--- config.mk ---
export PLATFORM = sky130hd
export DESIGN_NAME = coalescing_write_buffer
export DESIGN_NICKNAME = d
export VERILOG_FILES = /design/src/rtl/coalescing_write_buffer_pkg.sv /design/src/rtl/cwb_match.sv /design/src/rtl/coalescing_write_buffer.sv
export SDC_FILE = /design/constraint.sdc
export NUM_CORES = 1
export LEC_CHECK = 0
export ABC_AREA = 1
export CAP_MARGIN = 25
export CORE_UTILIZATION = 30
export CTS_BUF_LIST = sky130_fd_sc_hd__clkbuf_4 sky130_fd_sc_hd__clkbuf_8
export DETAILED_ROUTE_END_ITERATION = 6
export GPL_TIMING_DRIVEN = 0
export SYNTH_ARGS = -nofsm -noshare
export SYNTH_HDL_FRONTEND = slang
export SYNTH_SLANG_ARGS = --single-unit
--- constraint.sdc ---
create_clock -name clock -period 7.65 [get_ports clock]
set_input_delay 1.53 -clock clock [delete_from_list [all_inputs] [get_ports clock]]
set_output_delay 1.53 -clock clock [all_outputs]
set_load 0.02 [all_outputs]
--- src/rtl/coalescing_write_buffer_pkg.sv ---
// Shared constants and helpers for the coalescing write buffer slice.
// Latency: n/a (declarations only).
// Backpressure: n/a.

// Width macros normally come from sys_defs.vh; these fallbacks keep the slice
// self-contained when that header is not part of the build.
`ifndef MEM_ADDR_SIZE
`define MEM_ADDR_SIZE 32
`endif
`ifndef WORD_SIZE_BIT
`define WORD_SIZE_BIT 32
`endif

package coalescing_write_buffer_pkg;

  localparam int CWB_DEPTH_MIN = 2;
  localparam int CWB_DEPTH_MAX = 32;

  // Pointer/index width for a given entry count; never narrower than one bit.
  function automatic int cwb_idx_w(input int depth);
    return (depth > 1) ? $clog2(depth) : 1;
  endfunction

endpackage

--- src/rtl/cwb_match.sv ---
// Address-match array: compares one key against every valid entry.
// Latency: purely combinational from registered entry state.
// Backpressure: none; result is valid every cycle.
module cwb_match
  import coalescing_write_buffer_pkg::*;
#(
  parameter int DEPTH  = 4,
  parameter int ADDR_W = 32,
  parameter int IDX_W  = cwb_idx_w(DEPTH)
) (
  input  logic [DEPTH-1:0]             valid_i,
  input  logic [DEPTH-1:0][ADDR_W-1:0] addr_i,
  input  logic [IDX_W-1:0]             head_i,
  input  logic [ADDR_W-1:0]            key_i,
  output logic [DEPTH-1:0]             hit_o,
  output logic [IDX_W-1:0]             idx_o
);

  logic [IDX_W-1:0] pos;

  // Per-entry compare, qualified by the entry valid bit
  always_comb begin
    hit_o = '0;
    for (int i = 0; i < DEPTH; i++) begin
      hit_o[i] = valid_i[i] && (addr_i[i] == key_i);
    end
  end

  // Walk from the head (oldest) towards the tail; the last hit seen is the youngest
  always_comb begin
    idx_o = '0;
    pos   = '0;
    for (int k = 0; k < DEPTH; k++) begin
      pos = head_i + IDX_W'(k);
      if (hit_o[pos]) begin
        idx_o = pos;
      end
    end
  end

endmodule

--- src/rtl/coalescing_write_buffer.sv ---
// Coalescing write-back buffer: circular FIFO of address/data entries drained one at a time.
// Latency: accepted write is launched (send) two cycles later when the buffer was empty.
// Backpressure: wr_ready low when full and the write cannot merge into a pending entry.
module coalescing_write_buffer
  import coalescing_write_buffer_pkg::*;
#(
  parameter int DEPTH    = 4,
  parameter int ADDR_W   = `MEM_ADDR_SIZE,
  parameter int DATA_W   = `WORD_SIZE_BIT,
  parameter int COALESCE = 1
) (
  input  logic                    clock,
  input  logic                    reset,
  input  logic                    wr_valid,
  input  logic [ADDR_W-1:0]       wr_addr,
  input  logic [DATA_W-1:0]       wr_data,
  output logic                    wr_ready,
  input  logic                    rd_req,
  input  logic [ADDR_W-1:0]       rd_addr,
  output logic                    rd_hit,
  output logic [DATA_W-1:0]       rd_data,
  output logic                    send,
  output logic [ADDR_W-1:0]       out_addr,
  output logic [DATA_W-1:0]       out_data,
  output logic                    out_write,
  input  logic                    done,
  output logic                    full,
  output logic                    empty,
  output logic [$clog2(DEPTH):0]  count
);

  localparam int IDX_W = cwb_idx_w(DEPTH);
  localparam int CNT_W = $clog2(DEPTH) + 1;

  localparam logic ST_IDLE      = 1'b0;
  localparam logic ST_WAIT_DONE = 1'b1;

  // Entry storage and FIFO bookkeeping
  logic [DEPTH-1:0]             valid_q;
  logic [DEPTH-1:0][ADDR_W-1:0] addr_q;
  logic [DEPTH-1:0][DATA_W-1:0] data_q;
  logic [IDX_W-1:0]             head_q;
  logic [IDX_W-1:0]             tail_q;
  logic [CNT_W-1:0]             count_q;

  // Drain FSM and registered sender-facing outputs
  logic              state_q, state_d;
  logic              send_q, send_d;
  logic [ADDR_W-1:0] out_addr_q, out_addr_d;
  logic [DATA_W-1:0] out_data_q, out_data_d;
  logic              out_write_q, out_write_d;

  // Match results
  logic [DEPTH-1:0] wr_hit_vec;
  logic [IDX_W-1:0] wr_idx;
  logic [DEPTH-1:0] rd_hit_vec;
  logic [IDX_W-1:0] rd_idx;

  logic             full_w;
  logic             empty_w;
  logic             launch;
  logic             head_busy;
  logic             pop;
  logic [DEPTH-1:0] head_oh;
  logic             other_hit;
  logic             do_coal;
  logic             do_app;

  assign full_w  = (count_q == CNT_W'(DEPTH));
  assign empty_w = (count_q == '0);

  // The head is launched in the cycle the FSM sees it in IDLE; from that
  // moment until done it is treated as in flight and never merged into, so
  // the latched out_data always matches what is finally popped.
  assign launch    = (state_q == ST_IDLE) && !empty_w;
  assign head_busy = (state_q == ST_WAIT_DONE) || launch;
  assign pop       = (state_q == ST_WAIT_DONE) && done;

  cwb_match #(
    .DEPTH  (DEPTH),
    .ADDR_W (ADDR_W),
    .IDX_W  (IDX_W)
  ) u_wr_match (
    .valid_i (valid_q),
    .addr_i  (addr_q),
    .head_i  (head_q),
    .key_i   (wr_addr),
    .hit_o   (wr_hit_vec),
    .idx_o   (wr_idx)
  );

  cwb_match #(
    .DEPTH  (DEPTH),
    .ADDR_W (ADDR_W),
    .IDX_W  (IDX_W)
  ) u_rd_match (
    .valid_i (valid_q),
    .addr_i  (addr_q),
    .head_i  (head_q),
    .key_i   (rd_addr),
    .hit_o   (rd_hit_vec),
    .idx_o   (rd_idx)
  );

  // Mask out the in-flight head so a write matching only it falls through to append
  always_comb begin
    head_oh = '0;
    if (head_busy) begin
      head_oh[head_q] = 1'b1;
    end
    other_hit = |(wr_hit_vec & ~head_oh);
  end

  // Write decision: merge beats append and is allowed even when full; a
  // same-cycle pop never opens a slot for an append
  always_comb begin
    do_coal = wr_valid && (COALESCE != 0) && other_hit;
    do_app  = wr_valid && !do_coal && !full_w;
  end

  // Entry valid bits, pointers and occupancy
  always_ff @(posedge clock) begin
    if (!reset) begin
      valid_q <= '0;
      head_q  <= '0;
      tail_q  <= '0;
      count_q <= '0;
    end else begin
      if (do_app) begin
        valid_q[tail_q] <= 1'b1;
        tail_q          <= tail_q + IDX_W'(1);
      end
      if (pop) begin
        valid_q[head_q] <= 1'b0;
        head_q          <= head_q + IDX_W'(1);
      end
      count_q <= count_q + CNT_W'(do_app) - CNT_W'(pop);
    end
  end

  // Entry payload; contents of invalid slots are don't-care so no reset needed
  always_ff @(posedge clock) begin
    if (reset && do_app) begin
      addr_q[tail_q] <= wr_addr;
      data_q[tail_q] <= wr_data;
    end else if (reset && do_coal) begin
      data_q[wr_idx] <= wr_data;
    end
  end

  // Drain FSM state register together with the sender-facing output registers
  always_ff @(posedge clock) begin
    if (!reset) begin
      state_q     <= ST_IDLE;
      send_q      <= 1'b0;
      out_addr_q  <= '0;
      out_data_q  <= '0;
      out_write_q <= 1'b0;
    end else begin
      state_q     <= state_d;
      send_q      <= send_d;
      out_addr_q  <= out_addr_d;
      out_data_q  <= out_data_d;
      out_write_q <= out_write_d;
    end
  end

  // Drain FSM next state; done outside WAIT_DONE is ignored
  always_comb begin
    state_d = state_q;
    case (state_q)
      ST_IDLE:      if (!empty_w) state_d = ST_WAIT_DONE;
      ST_WAIT_DONE: if (done)     state_d = ST_IDLE;
    endcase
  end

  // Drain FSM outputs: latch the head on launch, hold through WAIT_DONE, clear on pop.
  // Registering send gives the required idle cycle between done and the next send.
  always_comb begin
    send_d      = 1'b0;
    out_addr_d  = out_addr_q;
    out_data_d  = out_data_q;
    out_write_d = out_write_q;
    if (launch) begin
      send_d      = 1'b1;
      out_addr_d  = addr_q[head_q];
      out_data_d  = data_q[head_q];
      out_write_d = 1'b1;
    end else if (pop) begin
      out_addr_d  = '0;
      out_data_d  = '0;
      out_write_d = 1'b0;
    end
  end

  // Lookup: youngest matching entry, head included; the write port is never forwarded
  always_comb begin
    rd_hit  = rd_req && (|rd_hit_vec);
    rd_data = rd_hit ? data_q[rd_idx] : '0;
  end

  assign wr_ready  = reset && (do_coal || do_app);
  assign send      = send_q;
  assign out_addr  = out_addr_q;
  assign out_data  = out_data_q;
  assign out_write = out_write_q;
  assign full      = full_w;
  assign empty     = empty_w;
  assign count     = count_q;

endmodule

==> flow_summary_export.csv <==
group,metric,value,unit
floorplanning,core.rowCount,94,
pwr,p_switching,2830,uW
yosys,netlist.top_cell.by_area,"edfxtp_1",
yosys,ys_types,49,
pwr,power.density,282,nW/um2
grt,grt.total_usage,30.2,%
yosys,ys.flop_type,"edfxtp_1",
pwr,swShare,40.6,%
detailed_routing,post_drt_wl_per_cell,28.0,um
critical_path,startpoint_type,"input port",
detailed_routing,drt_pass1_iterations,7,
grt,globalRouteMet3Util,5.48,%
yosys,asyncSetResetFlopFracSynth,0,%
layout,post-route-util,37.5,%
cts,path_clk_slew,60,ps
run,maxCapViolations,0,
hold_path,min_path_type,"flip-flop to flip-flop",
pwr,seqPwrFrac,35.7,%
timing,setup_viol,0,
critical_path,cp.required,6120,ps
floorplanning,dieArea,67800,um2
yosys,ys_top_cells_by_count,"nand2_1, inv_1, a21oi_1",
floorplanning,initial_core_util,30.4,%
floorplanning,io_pins,206,
pwr,ir_drop,0.158,mV
cts,postCtsSetupRepairBufs,0,
yosys,synth_nets,2665,
place,gp_congestion,1.10,
place,hpwl,82.8,mm
pwr,p_int,4140,uW
timing,clock.fmax,134,MHz
yosys,ys_warn_count,0,
yosys,yosysMostFrequentCell,"nand2_1",
cts,clkLatencyLatePin,730,ps
critical_path,critPathCaptureType,"output port",
yosys,avgSynthCellArea,7.85,um2
place,port_buffers,200,
grt,grt_start_max_net_pins,24,
hold_path,hold_path_depth,1,
cts,cts_buffers,59,
pwr,pwr-share-comb,37.6,%
run_status,failed_checks,"DRC",
cts,cts_buffer_depth,3,
grt,antenna_found_initial,5,
grt,grtUsageMet2,43.9,%
critical_path,reg2regPathDepth,15,
layout,fin_cells,3742,
detailed_routing,wl,105,mm
grt,grt-busiest-layer,"met1",
pwr,leakage,0.0102,uW
timing,fin_crit_sh,97.9,%
yosys,syn_inst,2553,
timing,hold_violations,0,
cts,cts.sinks,334,
floorplanning,die_y,260,um
critical_path,critical_path_arrival,5960,ps
critical_path,reg2reg_to,"addr_q[39]",
timing,relSlewSlack,17.5,%
detailed_routing,drc,24,
layout,fin_nets,2936,
grt,grt_pass1_wl,143,mm
timing,worstMarginPinSlew,1240,ps
detailed_routing,ant_nets,0,
pwr,p_clk_share,26.7,%
critical_path,r2r_slack,2480,ps
floorplanning,core-area,66000,um2
layout,drive_gt1_share,9.57,%
layout,fillers,6887,
timing,post-route-min-period,7490,ps
detailed_routing,num_vias,20700,
run_status,outcome,"finished, violations left",
critical_path,path_class,"input port to output port",
critical_path,r2r_start,"head_q[1]",
yosys,ys_ff_latch,334,
hold_path,min_from,"out_addr[13]",
detailed_routing,viasPerCell,5.54,
cts,htreeDepth,2,
yosys,synthesis.area,20000,um2
grt,grtUsageMet1,44.4,%
detailed_routing,first_iter_violations,3226,
critical_path,cp_max_fo,10,
cts,cts_tree,"yes",
hold_path,worstHoldEndpoint,"out_addr[13]",
yosys,yosys-top-cells-area,"edfxtp_1, nand2_1, dfxtp_1, a21oi_1, inv_1",
yosys,synth_top_cell_area_share,38.4,%
place,post-place-cells,3626,
yosys,seq_area_frac_synth,46.2,%
layout,area_delta_synth_final,23.3,%
grt,first_global_vias,19300,
cts,cts_root_buf,"clkbuf_8",
grt,overflow,0,
timing,maxSlewViolCount,0,
floorplanning,fp.dieW,260,um
yosys,synth-edff-count,256,
timing,rsz0062_at_grt,"no",
timing,clock_skew,83.8,ps
how the worst max path moves through the flow:
| stage | slack, ps | cells after the start | end | from |
|---|---|---|---|---|
| 6_report | 160 | 21 | rd_data[29] | rd_addr[8] |
| 3_5_place_dp | 210 | 20 | rd_data[29] | rd_addr[23] |
| 3_3_place_gp | -420 | 17 | data_q[42] | wr_addr[20] |
| 4_1_cts | 200 | 21 | rd_data[29] | rd_addr[8] |
| 5_1_grt | 90 | 21 | rd_data[30] | rd_addr[8] |
| 2_1_floorplan | 2640 | 16 | data_q[100] | wr_addr[18] |
sequential cells by signal, indices dropped and copies added, names as in the netlist:
name and flops:
tail_q 2, head_q 2, data_q 128, valid_q 4, count 3, send 1, out_data 32, addr_q 128
state_q 1, out_addr 32, out_write 1
worst max-delay path: stages:
cell	delay (ps)
clkdlybuf4s50_1	740
inv_2	80
nand2_1	120
nand2_1	60
nor2_1	340
nand2_1	220
nor2_1	140
nand2_1	90
nor2_2	260
nand2_1	140
o21ai_2	160
nand2_1	110
nand2_2	90
a21oi_1	40
nand2_1	120
nand2_2	140
inv_2	170
buf_2	290
nand3_1	120
a21oi_1	310
clkdlybuf4s50_1	680
final cells by class:
type                            instances  area (um2)  area share [%]
Antenna cell                            4        10.0          0.0405
Buffer                                131         699            2.83
Clock buffer                           73         917            3.71
Clock inverter                         38         394            1.59
Inverter                              360        1350            5.47
Multi-Input combinational cell       1728        8790            35.6
Sequential cell                       334        9250            37.4
Tap cell                              864        1080            4.37
Timing Repair Buffer                  210        2220            8.99
power groups by stage:
stage	registers (uW)	clock network, uW	logic, uW
after global placement	2530	0	2470
after detailed placement	2520	0	2530
after CTS	2480	1890	2540
after global routing	2510	1960	2740
after floorplan	2620	0	1170
final	2490	1870	2620
cell families after synthesis:
logic type | after synthesis | synth area share (%)
AO/OA/AOI/OAI | 536 | 15.3
adder cells (fa/ha/maj) | 11 | 0.724
XOR/XNOR | 66 | 2.88
AND/OR/NAND/NOR | 1115 | 24.7
buffers and inverters | 491 | 10.2
flip-flops | 334 | 46.2
timing repair:
item | 4_1_cts | 5_1_grt
setup endpoints to repair | 0 | 2
hold buffers | 0 | 0
gates resized for setup | 0 | 1
cells in the final DEF (no fill, tap or decap), types with 20 or more instances in the layout:
cell type,instances
nand2_1,576
inv_1,319
a21oi_1,265
edfxtp_1,256
nor2_1,212
clkdlybuf4s50_1,200
nand3_1,171
o21ai_0,131
dfxtp_1,78
clkbuf_1,59
clkbuf_8,59
nand4_1,49
xnor2_1,41
inv_2,40
buf_2,39
a32oi_1,32
nand3_2,31
xor2_1,25
o22ai_1,23
nor3_1,20
buf_6,20
stage by stage:
| stage | power [uW] | TNS (ps) | hold slack (ps) | cell area [um2] | setup slack, ps |
|---|---|---|---|---|---|
| floorplan | 3790 | 0 | 491 | 20000 | 2640 |
| global placement | 5000 | -37780 | 473 | 23100 | -417 |
| detailed placement | 5050 | 0 | 477 | 23400 | 209 |
| CTS | 6910 | 0 | 491 | 24700 | 196 |
| global route | 7210 | 0 | 500 | 24700 | 87.4 |
| finish | 6980 | 0 | 488 | 24700 | 160 |
layer usage:
| metal | vias up | part of all wire, % |
|---|---|---|
| li1 | 9158 | - |
| met1 | 9948 | 43 |
| met2 | 1418 | 42 |
| met3 | 189 | 12 |
| met4 | 2 | 3.6 |
| met5 | - | 0.0086 |
(Power assumes the default switching activity.)
==> edit, RTL diff (config.mk and constraints unchanged) <==
`out_addr_q` and `out_data_q` no longer have a reset.
--- a/src/rtl/coalescing_write_buffer.sv
+++ b/src/rtl/coalescing_write_buffer.sv
@@ -155,4 +155,2 @@
       send_q      <= 1'b0;
-      out_addr_q  <= '0;
-      out_data_q  <= '0;
       out_write_q <= 1'b0;
@@ -161,6 +159,9 @@
       send_q      <= send_d;
-      out_addr_q  <= out_addr_d;
-      out_data_q  <= out_data_d;
       out_write_q <= out_write_d;
     end
+  end
+
+  always_ff @(posedge clock) begin
+    out_addr_q <= out_addr_d;
+    out_data_q <= out_data_d;
   end
Behaviour: differs if reset is asserted again (counterexample within 4 cycles, from zero or initial values and one cycle with reset low); with reset held inactive, the same outputs for 4 cycles.
==> edit against the original RTL <==
Synthesized area rose by 5.8%; register-to-register slack worse by 0.07 ns; first-iteration DRC count fell by 4.3%; sequential cell count did not move; worst setup slack worse by 0.034 ns; wire length up 2.6%; maximum frequency decreased by 0.46%; power increased by 7.1%; final area increased by 5.7%; critical path type unchanged.
==> edit: results (changes against the original RTL) <==
largest net degree at the start of global routing 37 (was 24); endpoint of the worst register-to-register path data_q[15] (was addr_q[39]); Synth area leaders edfxtp_1, nand2_1, a21oi_1 (was edfxtp_1, nand2_1, dfxtp_1); worst vdd ir 0.2282 mV (was 0.1581 mV); r2r setup slk 2.41 ns (was 2.48 ns); placed insts 3887 (was 3626); fillcell total 7376 (was 6887); CP max stage delay 0.68 ns (was 0.74 ns); gr usage total 0.2956 (was 0.3024); CTS buffer count 60 (was 59); Detailed Place HPWL 85.36 mm (was 82.77 mm); Post-synth EDFFs 320 (was 256); Vias/cell 5.417 (was 5.536); Hold Path Sink out_write (was out_addr[13]); status finished clean (was finished, violations left); Worst Skew 0.03895 ns (was 0.08383 ns); Pre-antenna DRT Iters 6 (was 7); Pleak 10.71 nW (was 10.19 nW); vias in the first global route 20360 (was 19290); Post-Syn Nets 2849 (was 2665); antenna violations before repair 4 (was 5); WL final 107.4 mm (was 104.6 mm); Hold Crit Start out_write (was out_addr[13]); Synth cell types 39 (was 49); routability cong. 1.092 (was 1.097); layout cells sized above 1 0.08788 (was 0.09569); first-pass GRT wire length 149.4 mm (was 143.3 mm)
## edit: cell count changes in the layout (fill, tap and decap cells not counted), sizes merged, moves of 12 or more
| cell | unedited run | this run |
|---|---|---|
| nand3 | 204 | 192 |
| o211ai | 17 | 37 |
| a21oi | 269 | 329 |
| o31ai | 17 | 0 |
| nand2 | 584 | 754 |
| a32oi | 32 | 0 |
| nand3b | 18 | 46 |
| edfxtp | 256 | 320 |
| a211oi | 16 | 2 |
| dfxtp | 78 | 14 |
## edit: how the worst max path moves through the flow
stage                      from           to  slack (ns)  depth (start not counted)
finish              rd_addr[22]  rd_data[27]        0.13                         16
detailed placement  rd_addr[22]  rd_data[27]        0.02                         16
global placement    wr_addr[19]    data_q[8]       -2.79                         17
global route        rd_addr[24]   rd_data[6]        0.03                         20
CTS                 rd_addr[22]  rd_data[27]        0.01                         16
floorplan            wr_addr[3]    data_q[0]        1.77                         17
## edit: layout make-up
cell class                 instances  share of cell area
buffer                           120             0.02347
tap                              940             0.04503
antenna                            3           0.0002874
multi-input combinational       1934              0.3633
clock buffer                      80             0.03856
inverter                         349             0.05015
clock inverter                    33             0.01466
sequential                       334              0.3786
timing repair buffer             211             0.08594
## edit: worst register-to-register path: cells and delay by family, from the launching register on
family          cells  cell delay (ns)
fa+ha+maj           1             0.33
compound gates      1             0.80
simple gates        7             1.44
flops               1             0.32
buf+inv             6             2.04
## edit: cells by family after synthesis
group | synth area share
compound gates | 0.1328
xor+xnor | 0.03016
fa+ha+maj | 0.006847
buf+inv | 0.09048
flops | 0.4665
simple gates | 0.2732
## edit: power by group through the flow
stage | Clock [mW] | Sequential (mW) | Combinational [mW]
after detailed placement | 0 | 2.65 | 2.79
final | 2.01 | 2.62 | 2.85
after global placement | 0 | 2.69 | 2.69
after floorplan | 0 | 2.88 | 1.18
after CTS | 2.03 | 2.62 | 2.80
after global routing | 2.09 | 2.65 | 3.02
## edit: through the flow
step	setup WS, ns	total power [mW]	util	instance area [µm²]
finish	0.1255	7.470	0.3730	26120
global route	0.02721	7.752	0.3729	26120
CTS	0.009520	7.443	0.3722	26070
detailed placement	0.01747	5.435	0.3524	24680
global placement	-2.793	5.379	0.3478	24360
floorplan	1.770	4.061	-	21200
## edit: routing by layer
layer,vias to the layer above,share of wire
met1,10470,0.43
li1,9723,-
met4,2,0.039
met3,221,0.10
met5,-,0.000093
met2,1276,0.43
